**src/rtl/seq_match_sched.sv**
```systemverilog
// rtl/seq_match_sched.sv - round-robin scheduler sharing one pa2_fsm sequence-match engine
//
// Grants the engine to one of N requesters at a time (round-robin from ptr),
// streams the owner's req_seq words into the engine, counts the engine's hit
// pulses while draining, and reports the count back with a one-cycle done.
//
// Ports:
//   clock, reset      rising-edge clock, synchronous active-low reset
//   req[N]            per-requester request, sampled in IDLE
//   req_len[4N]       per-requester sequence length, sampled at grant
//   req_num[4N]       per-requester target number, sampled at grant
//   req_seq[4N]       per-requester current sequence word, passed through in SEND
//   grant[N]          one-hot owner during SEND and DRAIN
//   seq_rdy           owner advances req_seq on each cycle this is high
//   done[N]           one-hot single-cycle completion pulse
//   result[4]         hit count for the completing requester, valid with done
//   busy              high outside IDLE
//   fsm_valid/num/seq to engine; fsm_hit from engine
module seq_match_sched #(
   parameter int N = 4
) (
   input  logic           clock,
   input  logic           reset,
   input  logic [N-1:0]   req,
   input  logic [4*N-1:0] req_len,
   input  logic [4*N-1:0] req_num,
   input  logic [4*N-1:0] req_seq,
   output logic [N-1:0]   grant,
   output logic           seq_rdy,
   output logic [N-1:0]   done,
   output logic [3:0]     result,
   output logic           busy,
   output logic           fsm_valid,
   output logic [3:0]     fsm_num,
   output logic [3:0]     fsm_seq,
   input  logic           fsm_hit
);
   localparam int OW = (N > 1) ? $clog2(N) : 1;
   localparam int SW = OW + 1;
   localparam logic [N-1:0] ONE = {{(N-1){1'b0}}, 1'b1};

   typedef enum logic [1:0] {IDLE, SEND, DRAIN, DONE} state_t;

   state_t        state;
   logic [OW-1:0] owner;
   logic [OW-1:0] ptr;
   logic [3:0]    rem;
   logic [3:0]    hits;
   logic [4:0]    dcyc;
   logic [3:0]    num_q;

   logic          pick_found;
   logic [OW-1:0] pick;
   logic [SW-1:0] sum;
   logic [OW-1:0] cand;
   logic [3:0]    pick_len;
   logic [3:0]    hits_nxt;
   logic [OW-1:0] owner_inc;

   // First requester at or after ptr, wrapping modulo N (N need not be a power of two).
   always_comb begin
      pick_found = 1'b0;
      pick       = '0;
      sum        = '0;
      cand       = '0;
      for (int k = 0; k < N; k++) begin
         sum = {1'b0, ptr} + SW'(k);
         if (sum >= SW'(N)) begin
            sum = sum - SW'(N);
         end
         cand = sum[OW-1:0];
         if (!pick_found && req[cand]) begin
            pick_found = 1'b1;
            pick       = cand;
         end
      end
   end

   assign pick_len  = req_len[{pick, 2'b00} +: 4];
   assign hits_nxt  = (fsm_hit && hits != 4'hF) ? hits + 4'd1 : hits;
   assign owner_inc = (owner == OW'(N - 1)) ? '0 : owner + OW'(1);

   assign fsm_num = num_q;
   assign fsm_seq = (state == SEND) ? req_seq[{owner, 2'b00} +: 4] : 4'd0;

   always_ff @(posedge clock) begin
      if (!reset) begin
         state     <= IDLE;
         owner     <= '0;
         ptr       <= '0;
         rem       <= 4'd0;
         hits      <= 4'd0;
         dcyc      <= 5'd0;
         num_q     <= 4'd0;
         grant     <= '0;
         done      <= '0;
         result    <= 4'd0;
         busy      <= 1'b0;
         seq_rdy   <= 1'b0;
         fsm_valid <= 1'b0;
      end else begin
         done <= '0;
         case (state)
            IDLE: begin
               if (pick_found) begin
                  owner <= pick;
                  rem   <= pick_len;
                  num_q <= req_num[{pick, 2'b00} +: 4];
                  hits  <= 4'd0;
                  dcyc  <= 5'd0;
                  busy  <= 1'b1;
                  if (pick_len != 4'd0) begin
                     state     <= SEND;
                     grant     <= ONE << pick;
                     seq_rdy   <= 1'b1;
                     fsm_valid <= 1'b1;
                  end else begin
                     // Zero-length job never touches the engine.
                     state  <= DONE;
                     done   <= ONE << pick;
                     result <= 4'd0;
                  end
               end
            end
            SEND: begin
               rem <= rem - 4'd1;
               if (rem == 4'd1) begin
                  state     <= DRAIN;
                  seq_rdy   <= 1'b0;
                  fsm_valid <= 1'b0;
               end
            end
            DRAIN: begin
               dcyc <= dcyc + 5'd1;
               hits <= hits_nxt;
               // Give the engine at least two cycles to start reporting, and
               // bound the drain at 18 cycles in case hit sticks high.
               if ((!fsm_hit && dcyc != 5'd0) || dcyc == 5'd17) begin
                  state  <= DONE;
                  grant  <= '0;
                  done   <= ONE << owner;
                  result <= hits_nxt;
               end
            end
            DONE: begin
               state  <= IDLE;
               busy   <= 1'b0;
               result <= 4'd0;
               ptr    <= owner_inc;
            end
            default: state <= IDLE;
         endcase
      end
   end
endmodule

```
**config.mk**
```make
export PLATFORM = sky130hd
export DESIGN_NAME = seq_match_sched
export DESIGN_NICKNAME = d
export VERILOG_FILES = /design/src/rtl/seq_match_sched.sv
export SDC_FILE = /design/constraint.sdc
export NUM_CORES = 1
export LEC_CHECK = 0
export CORE_ASPECT_RATIO = 1.75
export CORE_MARGIN = 2
export CORE_UTILIZATION = 46
export DETAILED_ROUTE_END_ITERATION = 12
export PLACE_DENSITY = 0.82
export SLEW_MARGIN = 40
export SYNTH_ARGS = -nofsm -noshare
export SYNTH_HDL_FRONTEND = slang
export SYNTH_SLANG_ARGS = --single-unit
```
**constraint.sdc**
```tcl
create_clock -name clock -period 2.8 [get_ports clock]
set_clock_uncertainty 0.1 [all_clocks]
set_input_delay 0.56 -clock clock [delete_from_list [all_inputs] [get_ports clock]]
set_output_delay 0.56 -clock clock [all_outputs]
set_load 0.02 [all_outputs]
```
==> impl_metrics.toml <==
[run_status]
outcome = "finished, final reports clean"

[min_path]
timing.hold.worst.class = "reg2reg"

[cells_and_area]
diodes = 0
fin_area_um2 = 3430
multiInputGateArea_um2 = 1510
layoutNonFillerInstCount = 428
syn2layout_area_growth_pct = 46.9
fillerInstances = 397
share_of_final_layout_standard_cells_stronger_than_drive_strength_1 = 0.126
layout.nets = 442
seqCellArea_um2 = 741

[yosys]
synth.yosys.seq_area_share = 0.317
postSynth.asyncResetShare = 0
synth-seq-cells = 37
postSynthNetCount = 349
synth_top_cells_by_count = "37 x sky130_fd_sc_hd__dfxtp_1, 32 x sky130_fd_sc_hd__nand2_1, 29 x sky130_fd_sc_hd__nor2_1"
post_synth.cell_area_avg_um2 = 8.35
post_synth_num_cell_types = 50
netlist.top_cell.by_area = "sky130_fd_sc_hd__dfxtp_1"
synth_top_cell_area_share = 0.317
ys_warn_count = 0
synth_ff_type = "sky130_fd_sc_hd__dfxtp_1"
post_synth_inst_count = 280
synth.cell_area_um2 = 2340
post_synth_main_area_contributors = "sky130_fd_sc_hd__dfxtp_1 32%, sky130_fd_sc_hd__ha_1 7.5%, sky130_fd_sc_hd__a21oi_1 6.0%"
number_of_flops_mapped_to_enable_cells_by_yosys = 0
synth_most_common_cell = "sky130_fd_sc_hd__dfxtp_1"

[clock_network]
tritoncts = "yes"
cts_made_buffers = 5
worst_setup_hold_path_clk_slew_ns = 0.07
cts_hold_buf = 0
cts.root.buffer_cell = "sky130_fd_sc_hd__clkbuf_8"
cts-htree-levels = 2
clockBufferDepth = 2
post-cts-setup-buffer-count = 0
cts.sinks = 37
clk_latency_ns = 0.29

[worst_setup_path]
r2r_start = "ptr[1]"
endpoint_kind = "output port"
timing.rr.end = "grant[3]"
reg2reg_depth = 8
cp-endpoint = "fsm_seq[3]"
crit_start = "req_seq[11]"
cp_slowest_stage_delay_ns = 0.54
critical_path.startpoint_type = "input pin"
crit_arrival_ns = 2.11
timing.critical_path.slowest_stage_cell = "sky130_fd_sc_hd__clkdlybuf4s50_1"
worst-endpoint-required_ns = 2.14
regToRegSetupSlack_ns = 0.29
cp_max_fo = 1
worst_path_most_repeated_cell = "sky130_fd_sc_hd__clkdlybuf4s50_1"
timing.setup.critical_path_class = "in2out"
path_cells = "clkdlybuf4s50_1, mux4_2, and2_1, clkdlybuf4s50_1"

[global_route]
first_pass_grt_wire_length_um = 10500
antenna_violations_before_repair = 0
grt_remaining_overflow = 0
globalRouteTotalUtil = 0.234
number_of_global_route_vias_before_repair = 2438
grt_max_degree = 16

[power]
power.combinational.fraction = 0.507
netSwitchingPower_w = 0.000950
power_per_cell_area_nw_per_um2 = 708
p_sw_frac = 0.391
p_leak_nw = 1.38
max_ir_drop_vdd_uv = 661
p_clk_frac = 0.192
cell_internal_pwr_w = 0.00148
p_seq_frac = 0.302

[placement]
post-place-cells = 419
port-buffer-count = 77
place_hpwl_um = 5040
routabilityCongestion = 0.872
placed_cell_area_um2 = 3270
setup_slack_after_placement_ns = -0.393

[detailed_routing]
remaining_drc_errors = 0
dr.first_iter.drc_count = 59
avgViaCountPerCell = 5.65
wl_per_cell_um = 14.6
drt-total-wl_um = 6240
drt_first_pass_iters = 4
vias = 2418
ant_nets = 0

[floorplanning]
floorplan.die.height_um = 98.3
ios = 78
dieWidth_um = 57.9
floorplan.initialDensity = 0.474
coreArea_um2 = 4930
fp.dieArea_um2 = 5690
std_cell_rows = 34

[sta]
max_clock_freq_ghz = 0.361
hold_viol = 0
final_critical_path_setup_slack_ns = 0.0307
maxSlewViolCount = 0
slew_headroom = 0.669
setup_repair_after_global_routing_missed_its_margin = "no"
period_needed_ns = 2.77
report.final.setup_viol = 0
final_min_period_over_clock_period = 0.989
max_slew.worst_pin.slew_ns = 0.492

[flow_run]
drv_cap = 0
## cells in the final DEF, fill, tap and decap left out, drive strengths merged, types with 3 or more instances in the layout
cell type,synthesis,final
clkinv,2,3
nand2,32,32
nand4,4,4
nand2b,3,3
and3,3,3
dfxtp,37,37
mux2i,14,14
a211oi,5,5
o21ai,16,16
buf,4,22
a21oi,28,28
or3,4,4
and2,8,8
mux2,5,5
nor3,3,3
ha,14,14
nor2,30,30
clkdlybuf4s50,0,72
clkbuf,10,6
a311oi,5,5
mux4,4,4
inv,13,13
dlymetal6s2s,0,5
o22ai,3,3
xor2,4,4
## power groups by stage
stage / clock network, W / logic [W] / registers, W
after floorplan: 0 / 0.000720 / 0.000770
after global placement: 0 / 0.00120 / 0.000741
after detailed placement: 0 / 0.00122 / 0.000744
after CTS: 0.000469 / 0.00123 / 0.000733
after global routing: 0.000489 / 0.00138 / 0.000749
final: 0.000466 / 0.00123 / 0.000734
## flip-flops by register name (all words and copies together) (netlist names), 2 cells and up
name,flops
result,4
state,2
done,4
owner,2
rem,4
grant,4
ptr,2
dcyc,5
fsm_num,4
hits,4
## worst min path at each step
stage,startpoint,end,slack [ns],cells after the start
finish,result[0],result[0],0.38,2
global route,grant[1],grant[1],0.39,1
CTS,result[0],result[0],0.38,2
detailed placement,grant[1],grant[1],0.37,1
global placement,grant[1],grant[1],0.36,1
floorplan,hits[3],hits[3],0.36,2
## metal layers
metal,GRT usage,vias up,wire [µm],share of wire
li1,-,1193,-,-
met1,0.226,1139,2180,0.35
met2,0.451,66,3630,0.58
met3,0.0384,20,196,0.031
met4,0.118,0,229,0.037
met5,0,-,0,0
## what timing repair did
item                                    CTS  global route
endpoints found under the setup margin    8            15
pin swaps                                 0             5
resized for setup                         1            12
cloned                                    0             1
hold endpoints to repair                  0             0
## area by class of cell
type | instances | share of cell area
repair buffers | 99 | 0.276
well taps | 54 | 0.0197
flip-flops and latches | 37 | 0.216
inverters | 15 | 0.0164
clock buffers | 6 | 0.0211
multi-input cells | 215 | 0.440
clock inverters | 2 | 0.0113
## logic make-up after synthesis
kind of cell    share of synthesized area
simple gates                        0.191
compound gates                      0.213
flops                               0.317
buf+inv                            0.0530
mux                                 0.129
fa+ha+maj                          0.0749
xor+xnor                           0.0225
## per-stage QoR
step,hold WS [ns],TNS [ns],utilization,power [W]
global route,0.390,0,0.696,0.00261
finish,0.379,0,0.696,0.00243
global placement,0.361,-3.17,0.663,0.00194
floorplan,0.357,0,-,0.00149
detailed placement,0.366,-4.34,0.663,0.00196
CTS,0.380,0,0.686,0.00243
## critical path, delay by kind of cell
kind	cells	cell delay [ns]
buf+inv	2	0.95
mux	1	0.45
simple gates	1	0.16
No activity file was read; power rests on OpenSTA's default activity.
